### src/rtl/uart_rx.sv
// UART receiver for 8N1-style frames. It oversamples the rx line on a shared baud tick,
// delivers each good word with a one-cycle valid strobe, and flags bad stop bits.
module uart_rx #(
  parameter int unsigned Oversample = 16,
  parameter int unsigned DataBits   = 8
) (
  input  logic                clk_i,
  input  logic                rst_ni,
  input  logic                sample_tick_i,
  input  logic                rx_i,
  output logic [DataBits-1:0] data_o,
  output logic                valid_o,
  output logic                frame_err_o,
  output logic                busy_o
);

  localparam int unsigned CntW = $clog2(Oversample);
  localparam logic [CntW-1:0] CntHalf = CntW'(Oversample / 2 - 1);
  localparam logic [CntW-1:0] CntFull = CntW'(Oversample - 1);
  localparam logic [2:0]      LastBit = 3'(DataBits - 1);

  typedef enum logic [2:0] {
    StIdle,
    StStart,
    StData,
    StStop,
    StWaitHigh
  } state_e;

  state_e              state_q, state_d;
  logic [CntW-1:0]     cnt_q, cnt_d;
  logic [2:0]          bit_q, bit_d;
  logic [DataBits-1:0] shift_q, shift_d;
  logic [DataBits-1:0] data_q, data_d;
  logic                valid_q, valid_d;
  logic                ferr_q, ferr_d;
  logic                rx_meta_q, rx_s_q;

  // Two-flop synchronizer; resets to the idle (high) line level.
  always_ff @(posedge clk_i or negedge rst_ni) begin
    if (!rst_ni) begin
      rx_meta_q <= 1'b1;
      rx_s_q    <= 1'b1;
    end else begin
      rx_meta_q <= rx_i;
      rx_s_q    <= rx_meta_q;
    end
  end

  // State, counters and registered outputs.
  always_ff @(posedge clk_i or negedge rst_ni) begin
    if (!rst_ni) begin
      state_q <= StIdle;
      cnt_q   <= '0;
      bit_q   <= '0;
      shift_q <= '0;
      data_q  <= '0;
      valid_q <= 1'b0;
      ferr_q  <= 1'b0;
    end else begin
      state_q <= state_d;
      cnt_q   <= cnt_d;
      bit_q   <= bit_d;
      shift_q <= shift_d;
      data_q  <= data_d;
      valid_q <= valid_d;
      ferr_q  <= ferr_d;
    end
  end

  // Next-state logic; everything holds on clocks without a sample tick.
  always_comb begin
    state_d = state_q;
    cnt_d   = cnt_q;
    bit_d   = bit_q;
    shift_d = shift_q;
    data_d  = data_q;
    valid_d = 1'b0;
    ferr_d  = 1'b0;
    if (sample_tick_i) begin
      unique case (state_q)
        StIdle: begin
          if (!rx_s_q) begin
            state_d = StStart;
            cnt_d   = '0;
          end
        end
        StStart: begin
          if (cnt_q == CntHalf) begin
            // Still low at mid start bit: a real frame, otherwise a glitch.
            cnt_d   = '0;
            bit_d   = '0;
            state_d = rx_s_q ? StIdle : StData;
          end else begin
            cnt_d = cnt_q + CntW'(1);
          end
        end
        StData: begin
          if (cnt_q == CntFull) begin
            shift_d = {rx_s_q, shift_q[DataBits-1:1]};
            cnt_d   = '0;
            bit_d   = bit_q + 3'd1;
            if (bit_q == LastBit) begin
              state_d = StStop;
            end
          end else begin
            cnt_d = cnt_q + CntW'(1);
          end
        end
        StStop: begin
          if (cnt_q == CntFull) begin
            cnt_d = '0;
            if (rx_s_q) begin
              data_d  = shift_q;
              valid_d = 1'b1;
              state_d = StIdle;
            end else begin
              ferr_d  = 1'b1;
              state_d = StWaitHigh;
            end
          end else begin
            cnt_d = cnt_q + CntW'(1);
          end
        end
        StWaitHigh: begin
          // A held-low line (break) must not look like a new start bit.
          if (rx_s_q) begin
            state_d = StIdle;
          end
        end
        default: state_d = StIdle;
      endcase
    end
  end

  assign data_o      = data_q;
  assign valid_o     = valid_q;
  assign frame_err_o = ferr_q;
  assign busy_o      = (state_q != StIdle);

endmodule

### config.mk
export PLATFORM = sky130hd
export DESIGN_NAME = uart_rx
export DESIGN_NICKNAME = d
export VERILOG_FILES = /design/src/rtl/uart_rx.sv
export SDC_FILE = /design/constraint.sdc
export NUM_CORES = 1
export LEC_CHECK = 0
export BUFFER_PORTS_ARGS = -buffer_cell sky130_fd_sc_hd__buf_2
export CAP_MARGIN = 20
export CELL_PAD_IN_SITES_DETAIL_PLACEMENT = 0
export CELL_PAD_IN_SITES_GLOBAL_PLACEMENT = 2
export CORE_MARGIN = 5
export CORE_UTILIZATION = 42
export CTS_CLUSTER_SIZE = 24
export DETAILED_ROUTE_END_ITERATION = 12
export PLACE_DENSITY_LB_ADDON = 0.1
export SLEW_MARGIN = 0
export SYNTH_ARGS = -nofsm -noshare
export SYNTH_HDL_FRONTEND = slang
export SYNTH_SLANG_ARGS = --single-unit
### constraint.sdc
create_clock -name clk_i -period 3.3 [get_ports clk_i]
set_clock_uncertainty 0.15 [all_clocks]
set_input_delay 0.165 -clock clk_i [delete_from_list [all_inputs] [get_ports clk_i]]
set_output_delay 0.165 -clock clk_i [all_outputs]
set_load 0.02 [all_outputs]
# Word-level counts from Yosys, hierarchy flattened
# Cells that the tools add are included.
totals:
  regBits: 30
  input_bits: 4
  output_inout_bits: 11
  word_cells: 58
classes:
  n_addsub: 2
  n_eq_ne: 13
  mux: 24
  n_reduce_logical: 10
op_table:
  columns: ["op", "n"]
  rows:
  - ["two-way mux 3 bit", 9]
  - ["one-hot mux 3 bit (5 select lines)", 1]
  - ["two-way mux 4 bit", 3]
  - ["inequality test 2 bit (second input constant)", 6]
  - ["one-hot mux 4 bit (3 select lines)", 1]
  - ["two-way mux 1 bit", 8]
  - ["AND reduction 4 bit", 2]
  - ["AND reduction 7 bit", 1]
  - ["equality test 3 x 2 -> 1 bit (second input constant)", 2]
  - ["equality test 3 bit (second input constant)", 2]
  - ["one-hot mux 3 bit (2 select lines)", 1]
  - ["AND reduction 3 bit", 2]
  - ["nonzero test 3 bit", 2]
  - ["adder 4 x 1 -> 4 bit (second input constant)", 1]
  - ["equality test 4 x 3 -> 1 bit (second input constant)", 1]
  - ["equality test 4 bit (second input constant)", 1]
  - ["adder 3 x 1 -> 3 bit (second input constant)", 1]
  - ["equality test 3 x 1 -> 1 bit (second input constant)", 1]
  - ["logical NOT 3 bit", 1]
  - ["two-way mux 2 bit", 1]
  - ["nonzero test 2 bit", 1]
  - ["OR reduction 2 bit", 1]

# Depth between registers and ports, before layout
# Gate-level depths: netlist of run 1.
depth:
  ltp_word: 4
  mapped_depth: 5
  ltp_nobuf: 5

# Least setup slack after synthesis of run 1
# OpenSTA, ideal clock, no wires.
synth_path:
  kind: "register -> register"
  startpoint: "register cnt_q[0]"
  endpoint: "register bit_q[0]"
  setup_time_ps: 125
  t_arrival_ps: 1348
  path_slack_ps: 1677
  stages_incl_launch_ff: 5
  path_buffers: 0
  period_less_slack_ps: 1623
  path_cell_list: "dfrtp_1 -> ha_1 -> nand2_1 -> nor3_4 -> mux2_2"
synth_via:
  elab_chain_len: 3
  word_cells_on_any_way: 5
synth_lines:
  columns: ["item", "line_no", "rtl"]
  rows:
  - ["start: declaration", "31", "logic [CntW-1:0] cnt_q, cnt_d;"]
  - ["start signal: assignment", "62", "cnt_q <= cnt_d;"]
  - ["equality test 4 bit or equality test 4 x 3 -> 1 bit (tied branches)", "99, 89", null]
  - ["inequality test 2 bit (no source line)", null, null]
  - ["AND reduction 4 bit (no source line) (*)", null, null]
  - ["end signal: assignment", "63", "bit_q <= bit_d;"]
  - ["end: declaration", "32", "logic [2:0] bit_q, bit_d;"]
# Mark *: on every way between the ends. The rest lies on a longest branch, timed or not.
# A chain may end at the register's enable or synchronous reset.

# Worst setup path in the final report of run 1
layout_path:
  startpoint: "register state_q[1]"
  endpoint: "register shift_q[7]"
layout_via:
  elab_chain_len: 2
layout_lines:
  columns: ["item", "line_no", "rtl"]
  rows:
  - ["start: declaration", "30", "state_e state_q, state_d;"]
  - ["start signal: assignment", "53", "state_q <= StIdle;"]
  - ["start signal: assignment", "61", "state_q <= state_d;"]
  - ["equality test 3 x 2 -> 1 bit", "81", "unique case (state_q)"]
  - ["AND reduction 3 bit (no source line)", null, null]
  - ["end signal: assignment", "64", "shift_q <= shift_d;"]
  - ["end: declaration", "33", "logic [DataBits-1:0] shift_q, shift_d;"]
# Every way passes these cells.

==> results of run 1 <==
[cell type report]
cell class	instances	area, sq um
multi-input cells	70	588
inverters	4	15.0
flip-flops and latches	30	753
repair buffers	17	100
fillers	300	1480
clock buffers	6	51.3
clock inverters	2	60.1
well taps	44	55.1
[cell usage in the layout (no fill, tap or decap), types with 2 or more instances in the layout]
| cell type | instances |
|---|---|
| dfrtp_1 | 28 |
| mux2_2 | 15 |
| buf_2 | 14 |
| nand2_1 | 7 |
| nor3_1 | 5 |
| clkbuf_4 | 5 |
| nor2_1 | 4 |
| inv_1 | 4 |
| a21oi_1 | 4 |
| o21ai_0 | 3 |
| ha_1 | 3 |
| dlygate4sd3_1 | 3 |
| nor2_8 | 2 |
| mux2_1 | 2 |
| a21o_1 | 2 |
| o31ai_1 | 2 |
| mux2i_1 | 2 |
| a22o_1 | 2 |
| bufinv_16 | 2 |
| dfstp_2 | 2 |
[worst reg2reg max path, cell delays in order (launching register included)]
cell,delay (ps)
dfrtp_1,570
nor2b_2,270
nand2b_1,160
nor2_8,190
mux2_2,350
[metrics by stage]
stage	hold slack [ps]	util [%]
2_1_floorplan	-281	-
3_3_place_gp	82.8	47.7
3_5_place_dp	91.0	47.7
4_1_cts	220	52.3
5_1_grt	221	52.3
6_report	216	52.3
[power groups by stage]
stage / combinational [mW] / sequential (mW) / clock [mW]
finish: 0.293 / 0.531 / 0.383
detailed placement: 0.296 / 0.538 / 0
floorplan: 0.260 / 0.509 / 0
global route: 0.333 / 0.545 / 0.414
CTS: 0.300 / 0.531 / 0.396
global placement: 0.287 / 0.536 / 0
[worst paths after layout]
| path | to | slack, ps | from |
|---|---|---|---|
| max | shift_q[7] | 1500 | state_q[1] |
| min | rx_s_q | 220 | rx_meta_q |
| max reg2reg | shift_q[7] | 1500 | state_q[1] |
| min reg2reg | rx_s_q | 220 | rx_meta_q |
| max in group asynchronous | cnt_q[3] | 2320 | rst_ni |
| min in group asynchronous | data_o[1] | 250 | rst_ni |
[cells in the mapped netlist, types with 2 or more instances]
library cell / instances / area (sq um)
dfrtp_1: 28 / 701
mux2_2: 15 / 169
ha_1: 3 / 37.5
buf_2: 2 / 10.0
inv_1: 4 / 15.0
nor3_1: 5 / 25.0
mux2i_1: 2 / 20.0
a21oi_1: 4 / 20.0
mux2_1: 2 / 22.5
nor2_8: 2 / 40.0
dfstp_2: 2 / 52.6
o31ai_1: 2 / 15.0
a21o_1: 2 / 15.0
nand2_1: 7 / 26.3
o21ai_0: 3 / 15.0
a22o_1: 2 / 17.5
nor2_1: 4 / 15.0
[cells by family (layout without fill, tap and decap cells)]
| group | after synthesis | after routing | share of synthesized area, % |
|---|---|---|---|
| buf+inv | 7 | 29 | 2.37 |
| fa+ha+maj | 3 | 3 | 2.73 |
| xor+xnor | 1 | 1 | 0.638 |
| compound gates | 16 | 16 | 7.65 |
| flops | 30 | 30 | 54.8 |
| simple gates | 31 | 31 | 16.4 |
| mux | 19 | 19 | 15.4 |
[flip-flops by register name, indices dropped and copies added, names as in the netlist]
name and flops:
bit_q 3, cnt_q 4, data_o 8, frame_err_o 1
rx_meta_q 1, rx_s_q 1, shift_q 8, state_q 3
valid_o 1
[routing by layer]
| layer | wire, um | vias up |
|---|---|---|
| met5 | 0 | - |
| li1 | - | 424 |
| met1 | 1130 | 422 |
| met3 | 68 | 4 |
| met4 | 34 | 0 |
| met2 | 1080 | 11 |
==> impl_metrics.yaml, run 1 <==
cts:
  cts_buffers: 5
  cts-resized-gates: 0
  cts_root_buf: "clkbuf_4"
  insertion_delay_ps: 320
  postCtsHoldBufs: 3
  clkSinkCount: 30
  cts_tree: "yes"
  ctsLongestPathBuffers: 2
  cts_max_level: 2
  cts_setup_buffers: 0
  path_clk_slew_ps: 90
floorplan:
  die_area_sq_um: 4510
  die_x_um: 67.2
  ios: 15
  dieHeight_um: 67.2
  core_area_sq_um: 3100
  row_count: 20
  start_util_pct: 44.3
critical_path:
  worst_ep_required_time_ps: 3360
  crit_arrival_ps: 1860
  crit_fanout: 13
  crit_family: "simple AND/OR/NAND/NOR gates"
  slowest_delay_ps: 570
  crit_type: "register to register"
  cp_num_buf_inv: 0
  cp_cell_sequence: "nor2b_2, nand2b_1, nor2_8, mux2_2"
  worstSetupEndpointType: "register"
  cp_num_cells: 4
  r2r_cells: 4
  crit_path_start_kind: "register"
  cpMaxStageDelayCell: "dfrtp_1"
pwr:
  combPwrFrac_pct: 24.3
  p_total_mw: 1.21
  power_density_nw_per_um2: 744
  power.ir.vdd_worst_uv: 477
  p_clk_share_pct: 31.7
  pwr-share-seq_pct: 44.0
  p_switching_mw: 0.364
  intPower_mw: 0.843
  power.share.switching_pct: 30.2
  p_leak_nw: 0.812
place:
  hpwlAfterDp_mm: 1.61
  place_ws_ps: 1490
  io_buffers: 14
  gp_congestion: 0.698
  dp.cells: 162
  placed_area_sq_um: 1480
routing:
  routed_wl_mm: 2.32
  num_vias: 861
  firstDrtPassIters: 4
  drc: 0
  routedWlPerCell_um: 13.4
  antenna_left: 0
  viasPerCell: 4.98
  drt-initial-drc-count: 38
grt:
  grt_pass1_wl_mm: 4.06
  grt_util_met3_pct: 3.99
  gr-usage-all-layers_pct: 12.3
  grt_use_met1_pct: 15.3
  grt.overflow.total: 0
  antenna_found_initial: 0
  grt_pass1_vias: 890
  met2_usage_pct: 18.7
  grt_start_max_net_pins: 31
  top_usage_layer: "met2"
synth:
  ys_seq_elements: 30
  ys_types: 35
  synth_edf_count: 0
  synthFlopType: "dfrtp_1"
  synthCells: 107
  syn_nets: 114
  async_reset_ff_share_pct: 100
  ys_seq_area_share_pct: 54.8
  avgSynthCellArea_sq_um: 12.8
  syn_area_sq_um: 1370
  yosys_warnings: 0
worst_hold_path:
  holdPathStages: 0
  hold_class: "register to register"
flow_run:
  cap_violations: 0
timing:
  setup_viol: 0
  timing.final.ws_setup_ps: 1500
  fin_crit_ps: 1800
  finalHoldViolCount: 0
  fin_crit_sh_pct: 54.5
  max_freq_mhz: 556
  grt_setup_unrepaired: "false"
  slew_viol_final: 0
  slew_headroom_pct: 55.8
  tightest_slew_ps: 663
  tns_ps: 0
cells_and_area:
  stdcell_area_sq_um: 1620
  area_growth_pct: 18.1
  nets: 135
  drive_gt1_share_pct: 36.4
  stdcell_count: 173
  antenna_cells: 0
outcome:
  status: "finished, final reports clean"
Power figures use the tool's default switching activity.
==> inputs of run 2 (changes only) <==
--- a/config.mk
+++ b/config.mk
@@ -5,12 +5,13 @@
 export SDC_FILE = /design/constraint.sdc
 export NUM_CORES = 1
 export LEC_CHECK = 0
+export ABC_AREA = 1
 export BUFFER_PORTS_ARGS = -buffer_cell sky130_fd_sc_hd__buf_2
 export CAP_MARGIN = 20
 export CELL_PAD_IN_SITES_DETAIL_PLACEMENT = 0
 export CELL_PAD_IN_SITES_GLOBAL_PLACEMENT = 2
 export CORE_MARGIN = 5
-export CORE_UTILIZATION = 42
+export CORE_UTILIZATION = 36
 export CTS_CLUSTER_SIZE = 24
 export DETAILED_ROUTE_END_ITERATION = 12
 export PLACE_DENSITY_LB_ADDON = 0.1
==> constraint.sdc (replaced) <==
create_clock -name clk_i -period 1.69 [get_ports clk_i]
set_clock_uncertainty 0.15 [all_clocks]
set_input_delay 0.0845 -clock clk_i [delete_from_list [all_inputs] [get_ports clk_i]]
set_output_delay 0.0845 -clock clk_i [all_outputs]
set_load 0.02 [all_outputs]
==> run 2 against run 1 <==
  * Combinational power is 82% higher
  * Critical path depth increased by 4
  * Worst hold slack worse by 180 ps
  * Worst setup slack got worse by 1400 ps
  * Synthesized area rose by 6.6%
  * Core utilization decreased by 9.8 points
  * Clock-buffer cell count grew 1
  * Global-route usage is 1.3 points lower
  * Cell count increased by 33%
  * Critical path type unchanged
  * Highest routed layer unchanged
==> impl_metrics.yaml, run 2 <==
outcome:
  status: "finished, final reports clean"
synth:
  synthCells: 158
  yosys-top-cells-area: "dfrtp_1 (48%), nand2_1 (12%), o21ai_2 (9.0%), inv_1 (4.9%), dfstp_2 (3.6%)"
  async_reset_ff_share_pct: 100
  synth.most_common_cell: "nand2_1"
  ys_types: 20
  ys_seq_elements: 30
  ys_seq_area_share_pct: 51.4
  synthTopCellsByCount: "nand2_1 (48), dfrtp_1 (28), inv_1 (19)"
  avgSynthCellArea_sq_um: 9.27
  yosys_warnings: 0
  synth_edf_count: 0
  synthFlopType: "dfrtp_1"
  synth_top_area_cell: "dfrtp_1"
  yosysTopAreaCellShare_pct: 47.8
  syn_area_sq_um: 1470
  syn_nets: 165
place:
  io_buffers: 14
  placed_area_sq_um: 1580
  gp_congestion: 0.758
  hpwlAfterDp_mm: 1.85
critical_path:
  r2r_cells: 8
  crit_top_cell: "nand2_1"
  worst_ep_required_time_ps: 1710
  cp_cell_sequence: "ha_2, nand2_1, nor2_1, nor2_2, nor2_2, nand2_1, nand2_1, nand2_1"
  cp_num_buf_inv: 0
  crit_arrival_ps: 1570
  cp_num_cells: 8
  slowest_delay_ps: 390
  cpMaxStageDelayCell: "dfrtp_1"
  crit_path_start_kind: "register"
  crit_type: "register to register"
  worstSetupEndpointType: "register"
  crit_family: "simple AND/OR/NAND/NOR gates"
  crit_fanout: 4
pwr:
  p_switching_mw: 0.711
  p_leak_nw: 0.887
  power_density_nw_per_um2: 1190
  p_clk_share_pct: 29.4
  pwr-share-seq_pct: 44.2
  combPwrFrac_pct: 26.4
  intPower_mw: 1.30
  power.share.switching_pct: 35.3
  power.ir.vdd_worst_uv: 523
timing:
  slew_headroom_pct: 55.6
  tns_ps: 0
  grt_setup_unrepaired: "false"
  finalHoldViolCount: 0
  fin_crit_ps: 1550
  tightest_slew_ps: 666
  slew_viol_final: 0
  setup_viol: 0
  max_freq_mhz: 646
  fin_crit_sh_pct: 91.7
cells_and_area:
  final-seq-area_sq_um: 753
  layout_common_cells: "nand2_1 (48), dfrtp_1 (28), inv_1 (19)"
  antenna_cells: 0
  multi_input_area_sq_um: 617
  nets: 186
  area_growth_pct: 15.3
  drive_gt1_share_pct: 30.6
  fill_cells: 410
  final_common_cell: "nand2_1"
  stdcell_area_sq_um: 1690
  fin_util_pct: 42.5
routing:
  drc: 0
  firstDrtPassIters: 4
  drt-initial-drc-count: 38
  viasPerCell: 4.40
  routedWlPerCell_um: 11.2
  num_vias: 1013
  antenna_left: 0
  routed_wl_mm: 2.57
worst_hold_path:
  hold_class: "input port to register"
  holdPathStages: 5
grt:
  gr-usage-all-layers_pct: 11.0
  grt_pass1_vias: 954
  grt_pass1_wl_mm: 4.40
  antenna_found_initial: 0
  grt.overflow.total: 0
  grt_start_max_net_pins: 31
cts:
  cts_max_level: 2
  cts_buffers: 5
  cts_tree: "yes"
  clkSinkCount: 30
  cts_setup_buffers: 0
  cts_root_buf: "clkbuf_8"
  path_clk_slew_ps: 70
  insertion_delay_ps: 280
  ctsLongestPathBuffers: 2
floorplan:
  row_count: 23
  dieHeight_um: 73.8
  die_x_um: 73.8
  ios: 15
  start_util_pct: 36.9
  die_area_sq_um: 5450
  core_area_sq_um: 3970
flow_run:
  cap_violations: 0
## run 2: tightest hold or removal path, cell delays in order
cell and delay (ps):
buf_2 130, nand2_1 70, nor2_1 50, nand3_1 60, nand2_1 50
## run 2: timing repair
action                                  4_1_cts  5_1_grt
hold endpoints to repair                     29        0
hold buffers                                  2        0
gates resized for setup                       0        1
endpoints found under the setup margin        0        6
## run 2: stage by stage
step / power, mW / setup WS [ps] / hold slack (ps) / instances
after global placement: 1.43 / 129 / 13.0 / 220
after floorplan: 1.30 / 228 / -361 / 158
final: 2.01 / 141 / 41.2 / 230
after detailed placement: 1.43 / 89.7 / 13.3 / 220
after global routing: 2.15 / 7.26 / 74.1 / 230
after CTS: 2.04 / 89.9 / 36.8 / 230
## run 2: worst paths after layout
path / slack (ps) / to / startpoint
worst min register to register: 200 / rx_s_q / rx_meta_q
worst max-delay path: 140 / bit_q[0] / cnt_q[0]
max in group asynchronous: 720 / shift_q[7] / rst_ni
worst min-delay path: 40 / state_q[1] / sample_tick_i
worst max register to register: 140 / bit_q[0] / cnt_q[0]
min in group asynchronous: 220 / state_q[1] / rst_ni
## run 2: logic make-up (layout without fill, tap and decap cells)
family	count (synthesis)	after routing	share of synthesized area (%)
AND/OR/NAND/NOR	82	82	27.6
AO/OA/AOI/OAI	19	19	10.6
buffers and inverters	22	44	6.66
adder cells (fa/ha/maj)	3	3	2.56
flip-flops	30	30	51.4
XOR/XNOR	2	2	1.20
## run 2: layer usage
layer | track usage [%] | vias to the layer above | routed length [um]
met4 | 4.83 | 0 | 47
met2 | 16.7 | 17 | 1130
met5 | 0 | - | 0
met1 | 13.8 | 456 | 1240
met3 | 4.24 | 6 | 146
li1 | - | 534 | -
## run 2: power groups by stage
stage	Sequential, mW	Combinational, mW	Clock, mW
global placement	0.901	0.528	0
finish	0.888	0.532	0.591
global route	0.905	0.595	0.651
CTS	0.888	0.536	0.613
detailed placement	0.902	0.529	0
floorplan	0.880	0.420	0
## run 2: final cells by class
| cell class | count | share of cell area [%] |
|---|---|---|
| Sequential cell | 30 | 44.6 |
| Multi-Input combinational cell | 106 | 36.5 |
| Timing Repair Buffer | 16 | 5.33 |
| Clock buffer | 7 | 5.11 |
| Inverter | 20 | 4.44 |
| Tap cell | 50 | 3.70 |
| Clock inverter | 1 | 0.296 |
==> inputs of run 3 (changes only) <==
==> constraint.sdc (replaced) <==
create_clock -name clk_i -period 1.69 [get_ports clk_i]
set_clock_uncertainty 0.15 [all_clocks]
set_input_delay 0.338 -clock clk_i [delete_from_list [all_inputs] [get_ports clk_i]]
set_output_delay 0.338 -clock clk_i [all_outputs]
set_load 0.02 [all_outputs]
==> run 3 against run 2 <==
  * Design area up 1.8%
  * Maximum frequency decreased by 3.2%
  * Core utilization grew 0.76 points
  * Clock power up 1%
  * Sequential cell count unchanged
  * Sequential power up 0.9%
  * Global-route usage increased by 0.33 points
  * Wire length grew 2.1%
  * Non-clock buffer count rose by 1
  * Worst setup slack got worse by 52 ps
  * Critical path type is now register to primary output
  * Largest cell class unchanged
  * Highest routed layer unchanged
==> impl_metrics.yaml, run 3 (synthesis gave the netlist of run 2 again) <==
pwr:
  power.ir.vdd_worst_uv: 424
  power_density_nw_per_um2: 1180
  p_leak_nw: 0.894
critical_path:
  crit_path_start_kind: "register"
  slowest_delay_ps: 460
  cp_num_buf_inv: 1
  crit_type: "register to primary output"
  cpMaxStageDelayCell: "dfrtp_2"
  crit_family: "flip-flops"
  worst_ep_required_time_ps: 1200
  crit_fanout: 6
  crit_arrival_ps: 1110
  worstSetupEndpointType: "primary output"
  cp_cell_sequence: "nor2_2, nand2_1, buf_2"
place:
  hpwlAfterDp_mm: 1.94
  gp_congestion: 0.750
  place_ws_ps: 98.5
  io_buffers: 14
cells_and_area:
  nets: 187
  area_growth_pct: 17.3
  layout_common_cells: "nand2_1 (48), dfrtp_1 (27), inv_1 (19)"
  drive_gt1_share_pct: 33.1
  antenna_cells: 0
  fin_util_pct: 43.3
  final_common_cell: "nand2_1"
timing:
  timing.final.ws_setup_ps: 89.3
  tightest_slew_ps: 366
  max_freq_mhz: 625
  setup_viol: 0
  fin_crit_sh_pct: 94.7
  grt_setup_unrepaired: "false"
  fin_crit_ps: 1600
  slew_headroom_pct: 75.6
  finalHoldViolCount: 0
  tns_ps: 0
  slew_viol_final: 0
routing:
  antenna_left: 0
  dr.max_layer_used: "met4"
  num_vias: 1017
  firstDrtPassIters: 4
  drc: 0
  viasPerCell: 4.40
  drt-initial-drc-count: 58
  wl_met2_mm: 1.18
  routedWlPerCell_um: 11.3
  wl_met3_um: 123
  routed_wl_mm: 2.62
  met1_length_mm: 1.27
floorplan:
  die_area_sq_um: 5450
  row_count: 23
  start_util_pct: 36.9
  core_area_sq_um: 3970
  dieHeight_um: 73.8
  die_x_um: 73.8
  ios: 15
grt:
  antenna_found_initial: 0
  grt_pass1_vias: 1051
  grt_start_max_net_pins: 17
  grt.overflow.total: 0
  gr-usage-all-layers_pct: 11.3
  grt_pass1_wl_mm: 4.63
cts:
  ctsLongestPathBuffers: 2
  cts_max_level: 2
  insertion_delay_ps: 280
  cts_buffers: 5
  cts_tree: "yes"
  cts_setup_buffers: 0
  cts_root_buf: "clkbuf_8"
  path_clk_slew_ps: 60
  clkSinkCount: 30
outcome:
  status: "finished, final reports clean"
flow_run:
  cap_violations: 0
worst_hold_path:
  hold_class: "register to register"
[run 3: power by group]
| part | switching [mW] | leakage, nW | internal (mW) |
|---|---|---|---|
| logic | 0.350 | 0.446 | 0.192 |
| registers | 0.103 | 0.400 | 0.793 |
| clock network | 0.272 | 0.0472 | 0.327 |
| total | 0.724 | 0.894 | 1.31 |
[run 3: metal layers]
metal  vias up  track usage [%]
met2        17             17.6
met3         5             4.10
met4         0             4.23
li1        539                -
met5         -                0
met1       456             14.4
[run 3: repair_timing]
item	in CTS	in global routing
setup endpoints to repair	0	5
hold endpoints to repair	15	0
gates resized for setup	0	4
hold buffers	2	0
[run 3: layout make-up]
type / instances / area, sq um
repair buffers: 17 / 110
multi-input cells: 106 / 622
inverters: 20 / 75.1
well taps: 50 / 62.6
fillers: 406 / 2250
flip-flops and latches: 30 / 754
clock inverters: 2 / 12.5
clock buffers: 6 / 82.6
[run 3: final timing paths]
kind / start / endpoint / slack [ps] / cells past startpoint
min reg2reg: rx_meta_q / rx_s_q / 210 / 0
max: state_q[1] / busy_o / 90 / 3
max in group asynchronous: rst_ni / rx_meta_q / 540 / 3
min in group asynchronous: rst_ni / bit_q[1] / 360 / 2
max reg2reg: cnt_q[0] / state_q[2] / 140 / 8
min: rx_meta_q / rx_s_q / 210 / 0
[run 3: per-stage QoR]
step                hold slack [ps]  instance area [sq um]  power (mW)  std cells
detailed placement              123                   1600        1.44        221
finish                          205                   1720        2.04        231
floorplan                      -108                   1470        1.30        158
CTS                             207                   1710        2.05        231
global route                    213                   1720        2.19        231
global placement                114                   1600        1.44        221
